==> src/rtl/rca6_add_sched.sv <==
// Scheduler that time-shares one external RCA6 between two requesters. It adds SLICES 6-bit slices per operation.
// Define RCA6_SCHED_RR_EN for round-robin tie-breaking; without it, req0 has fixed priority.
module rca6_add_sched #(
  parameter int SLICES = 4
) (
  input  logic                  clk,
  input  logic                  reset,
  input  logic                  req0,
  input  logic                  req1,
  input  logic [6*SLICES-1:0]   a0,
  input  logic [6*SLICES-1:0]   b0,
  input  logic [6*SLICES-1:0]   a1,
  input  logic [6*SLICES-1:0]   b1,
  input  logic                  cin0,
  input  logic                  cin1,
  output logic                  gnt0,
  output logic                  gnt1,
  output logic [5:0]            add_a,
  output logic [5:0]            add_b,
  output logic                  add_cin,
  input  logic [5:0]            add_s,
  input  logic                  add_cout,
  output logic [6*SLICES-1:0]   sum,
  output logic                  cout,
  output logic                  done,
  output logic                  done_id,
  output logic                  busy,
  output logic [1:0]            state_dbg
);

  localparam int W  = 6 * SLICES;
  localparam int IW = $clog2(SLICES);
  localparam logic [IW-1:0] LAST_IDX = IW'(SLICES - 1);

  localparam logic [1:0] S_IDLE = 2'd0;
  localparam logic [1:0] S_RUN  = 2'd1;
  localparam logic [1:0] S_DONE = 2'd2;

  logic [1:0]    state;
  logic [W-1:0]  op_a;
  logic [W-1:0]  op_b;
  logic          carry;
  logic [IW-1:0] idx;
  logic          id;
  logic          pick1;
  logic          idle;

  assign idle = (state == S_IDLE) && !reset;

`ifdef RCA6_SCHED_RR_EN
  // last_gnt remembers who won most recently; a tie goes to the other requester.
  logic last_gnt;

  always_comb begin
    pick1 = req1 && (!req0 || !last_gnt);
  end

  always_ff @(posedge clk or posedge reset) begin
    if (reset)
      last_gnt <= 1'b1;
    else if (gnt0 || gnt1)
      last_gnt <= gnt1;
  end
`else
  always_comb begin
    pick1 = req1 && !req0;
  end
`endif

  assign gnt0 = idle && req0 && !pick1;
  assign gnt1 = idle && pick1;

  // The adder inputs are combinational from registers and stay 0 outside RUN.
  always_comb begin
    add_a   = 6'd0;
    add_b   = 6'd0;
    add_cin = 1'b0;
    if (state == S_RUN) begin
      add_a   = op_a[6*int'(idx) +: 6];
      add_b   = op_b[6*int'(idx) +: 6];
      add_cin = carry;
    end
  end

  always_ff @(posedge clk or posedge reset) begin
    if (reset) begin
      state   <= S_IDLE;
      op_a    <= '0;
      op_b    <= '0;
      carry   <= 1'b0;
      idx     <= '0;
      id      <= 1'b0;
      sum     <= '0;
      cout    <= 1'b0;
      done_id <= 1'b0;
    end else begin
      case (state)
        S_IDLE: begin
          if (gnt0 || gnt1) begin
            op_a  <= gnt1 ? a1 : a0;
            op_b  <= gnt1 ? b1 : b0;
            carry <= gnt1 ? cin1 : cin0;
            idx   <= '0;
            id    <= gnt1;
            state <= S_RUN;
          end
        end
        S_RUN: begin
          sum[6*int'(idx) +: 6] <= add_s;
          carry <= add_cout;
          idx   <= idx + 1'b1;
          if (idx == LAST_IDX) begin
            cout    <= add_cout;
            done_id <= id;
            state   <= S_DONE;
          end
        end
        S_DONE:  state <= S_IDLE;
        default: state <= S_IDLE;
      endcase
    end
  end

  assign done      = (state == S_DONE);
  assign busy      = (state != S_IDLE);
  assign state_dbg = state;

endmodule

==> config.mk <==
export PLATFORM = sky130hd
export DESIGN_NAME = rca6_add_sched
export DESIGN_NICKNAME = d
export VERILOG_FILES = /design/src/rtl/rca6_add_sched.sv
export SDC_FILE = /design/constraint.sdc
export NUM_CORES = 1
export LEC_CHECK = 0
export BUFFER_PORTS_ARGS = -buffer_cell sky130_fd_sc_hd__buf_4
export CORE_MARGIN = 2
export CORE_UTILIZATION = 49
export CTS_CLUSTER_SIZE = 24
export DETAILED_ROUTE_END_ITERATION = 12
export PLACE_DENSITY = 0.82
export SLEW_MARGIN = 20
export SYNTH_ARGS = -nofsm -noshare
export SYNTH_HDL_FRONTEND = slang
export SYNTH_SLANG_ARGS = --single-unit
==> constraint.sdc <==
create_clock -name clk -period 3.4 [get_ports clk]
set_input_delay 0.68 -clock clk [delete_from_list [all_inputs] [get_ports clk]]
set_output_delay 0.68 -clock clk [all_outputs]
set_load 0.01 [all_outputs]
Word level (Yosys, flattened, before mapping) --
Cells that the tools add are included.
Operators by class: equality and inequality tests 5, shift-type cells 4, multipliers 1, reductions and logical operators 16, muxes and demuxes 14, add/subtract/negate cells 2
Operators by type and width (count):
- $shiftx A24 B32 Y6 | 2
- $mux W24 | 2
- $neg A5 Y33 | 1
- $shift A6 B33 Y24 const A | 1
- $shiftx A6 B33 Y24 | 1
- $bwmux W24 | 1
- $mux W6 | 2
- $pmux W2 S2 | 2
- $reduce_and A2 Y1 | 4
- $mux W2 | 3
- $logic_and A1 B1 Y1 | 5
- $eq A2 B2 Y1 const B | 2
- $mul A2 B2 Y4 const A | 1
- $ne A2 B1 Y1 const B | 2
- $reduce_bool A2 Y1 | 2
- $logic_not A1 Y1 | 3
- $mux W1 | 3
- $add A2 B1 Y2 const B | 1
- $eq A2 B1 Y1 const B | 1
- $logic_not A2 Y1 | 1
- $pmux W1 S2 | 1
- $logic_or A1 B1 Y1 | 1
Storage, ports and cells: register bits 80, output and inout port bits 45, word-level logic and storage cells 51, input port bits 109

Longest topological paths before layout --
depth after elaboration 7, gate-level depth with buffers 8, gate-level depth less buffers 5

Worst setup path before layout --
No wires, ideal clock.
path kind register -> register, start point reg idx[1], end point reg sum[7], arrival 2.105 ns, slack 1.230 ns, required time 3.335 ns, stages on the path, launching flop included 8, path through dfrtp_1 -> buf_1 -> inv_1 -> ha_1 -> buf_4 -> or3b_2 -> nor2_1 -> a22o_1
Between the ends: cells in the longest elaborated chain, start to end 4, elaborated cells between the ends (all ways) 5
Ends and longest elaborated chain:
- from (decl) | RTL line 43 | logic [IW-1:0] idx;
- from (signal assigned) | RTL line 111 | idx <= idx + 1'b1;
- $mul A2 B2 Y4 * | RTL line 109 | sum[6*int'(idx) +: 6] <= add_s;
- $neg A5 Y33 * | RTL line 109
- $shiftx A6 B33 Y24 or $shift A6 B33 Y24 (tied branches) | RTL line 109
- $bwmux W24 * | RTL line 109
- to (signal, indexed assignment) | RTL line 109
- to (decl) | RTL line 23 | output logic [6*SLICES-1:0] sum,
Every way passes the cells marked *; elsewhere a longest branch is shown, timed or not. A chain may end at the register's enable or synchronous reset.

Final worst setup path --
start point in req0, end point out gnt0
Between the ends: cells in the longest elaborated chain, start to end 4, elaborated cells between the ends (all ways) 5
Ends and longest elaborated chain:
- from (decl) | RTL line 8 | input logic req0,
- $logic_not A1 Y1 | RTL line 66 | pick1 = req1 && !req0;
- $logic_and A1 B1 Y1 | RTL line 66
- $logic_not A1 Y1 | RTL line 70 | assign gnt0 = idle && req0 && !pick1;
- $logic_and A1 B1 Y1 * | RTL line 70
- to (decl) | RTL line 16 | output logic gnt0,
Marked as above.

==> impl_metrics.tcl <==
set metrics [dict create \
    drtIter0Drc 198 \
    p_total_mw 4.54 \
    multi_input_area_sq_mm 0.00189 \
    crit_required_ns 2.72 \
    cts_tree "done" \
    grt_antenna_before_repair 0 \
    placed_area_sq_mm 0.00526 \
    crit_path_max_fanout 49 \
    drive_above_1_share_pct 42.0 \
    final_cells 586 \
    grt.overflow.total 0 \
    reg2reg_depth 6 \
    io_buffers 153 \
    post-route-period-util_pct 77.3 \
    clkLatencyLatePin_ns 0.34 \
    critPathArrivalTime_ns 1.95 \
    clk_pin_slew_ns 0.08 \
    grt_max_degree 50 \
    synth_top_area_share_pct 49.2 \
    die_h_um 95.2 \
    dr_total_vias 3470 \
    reg2reg_to "sum[7]" \
    cts_sinks 80 \
    gp_congestion 0.842 \
    startpoint_type "primary input" \
    setup_viol 0 \
    cts-root-buf "clkbuf_8" \
    synth_edf_count 0 \
    clock_skew_ns 0.00914 \
    drc 0 \
    nFillCells 646 \
    grt_pass1_wl_um 16800 \
    rsz0062_at_grt "no" \
    wl_per_cell_um 18.4 \
    fin_area_sq_mm 0.00547 \
    dp_cells 570 \
    ys_seq_elements 80 \
    antenna_cells 0 \
    timing_worst_setup_path_type "primary input to output pin" \
    synth_top_area_cell "dfrtp_1" \
    start_util_pct 50.1 \
    syn_area_per_cell_sq_um 12.2 \
    synthArstFlopShare_pct 100 \
    synthMostInstantiatedCell "dfrtp_1" \
    first_pass_iters 4 \
    p_per_area_mw_per_mm2 831 \
    core_area_sq_mm 0.00813 \
    clock.fmax_mhz 380 \
    slew_viol_final 0 \
    grt_pass1_vias 3377 \
    relSlewSlack_pct 45.5 \
    cts_resized 0 \
    die_x_um 95.2 \
    cts_buffer_depth 2 \
    ys.flop_type "dfrtp_1" \
    min_period_ns 2.63 \
    ant_nets 0 \
    status "finished, final reports clean" \
    regToRegStartpoint "idx[0]" \
    wl_um 10800 \
    area_delta_synth_final_pct 34.4 \
    layout.nets 590 \
    yosys-top-cells-area "dfrtp_1 49%, o2bb2ai_1 9.3%, a22oi_1 8.1%, mux4_2 6.6%, a22o_1 4.9%" \
    hold_viol 0 \
    postLayoutCoreUtil_pct 67.3 \
    h-tree-depth 3 \
    syn-instance-count 335 \
    setup_tns_ns 0 \
    hpwl_um 7760 \
    holdBufCountCts 0 \
    holdWs_ns 0.487 \
    cts.repair_timing.setup_buffer_count 0 \
    seq_area_frac_synth_pct 49.2 \
    viasPerCell 5.92 \
    p_leak_nw 2.55 \
    dieArea_sq_mm 0.00905 \
    ys_warn_count 0 \
    drv_cap 0 \
    cts_buffers 9 \
    worst_slack_ns 0.771 \
    synth_common_cells "80 x dfrtp_1, 44 x a22oi_1, 43 x o2bb2ai_1" \
    synth_cell_types 41 \
    pre_cts_ws_ns 0.782 \
    syn-num-nets 449 \
    hold_path_class "primary input to asynchronous set/reset pin" \
    row_count 33 \
    grt_usage_pct 24.5 \
    worst_slew_pin_slew_ns 0.817 \
    cp-end-kind "output pin" \
    r2r_slack_ns 0.95 \
    vdd_ir_drop_max_mv 0.511 \
    syn_area_sq_mm 0.00407 \
    regArea_sq_mm 0.00200 \
    ios 154 \
]
-- cells by family after synthesis --
logic type,Yosys count,share of synthesized area (%)
and+or+nand+nor,55,9.31
adders and majority gates,5,1.54
buffers and inverters,37,4.67
muxes,20,8.73
DFF,80,49.2
AOI/OAI and AO/OA,138,26.6
-- worst max-delay path, stage by stage --
cell    delay (ns)
buf_4         0.42
or4b_1        0.59
inv_1         0.12
buf_4         0.13
-- how the worst max path moves through the flow --
stage / cells past startpoint / startpoint / end / slack [ns]
after global routing: 4 / idx[0] / add_b[5] / 0.70
after floorplan: 1 / reset / carry / 0.67
after CTS: 4 / idx[0] / add_b[1] / 0.76
final: 4 / req0 / gnt0 / 0.77
after detailed placement: 4 / req0 / gnt0 / 0.78
after global placement: 4 / req0 / gnt0 / 0.82
-- area by class of cell --
cell class,count,share of cell area (%)
clock buffers,13,2.72
clock inverters,3,1.19
inverters,6,0.435
multi-input cells,218,34.6
flip-flops and latches,80,36.6
well taps,105,2.40
repair buffers,161,22.1
-- layer usage --
layer	GRT usage (%)	routed length, um
met1	32.7	4490
met2	38.9	5130
met3	3.79	836
met4	12.6	340
met5	0	0
-- flip-flops by register name, summed over array words and instances, names as in the netlist --
name       cells
idx            2
state_dbg      2
op_b          24
carry          1
done_id        1
op_a          24
cout           1
id             1
sum           24
-- layout by cell type, fill, tap and decap left out, types with 6 or more instances in the layout --
master,n
buf_4,161
dfrtp_1,80
a22oi_1,44
o2bb2ai_1,43
a22o_1,23
and2_1,14
mux4_2,12
o22ai_1,10
clkbuf_8,10
nand2b_1,9
nor2_1,6
a21oi_1,6
-- power breakdown --
part | internal (mW) | switching (mW)
clock | 0.434 | 0.323
sequential | 1.37 | 0.291
combinational | 1.13 | 0.988
total | 2.94 | 1.60
(Power assumes the default switching activity.)
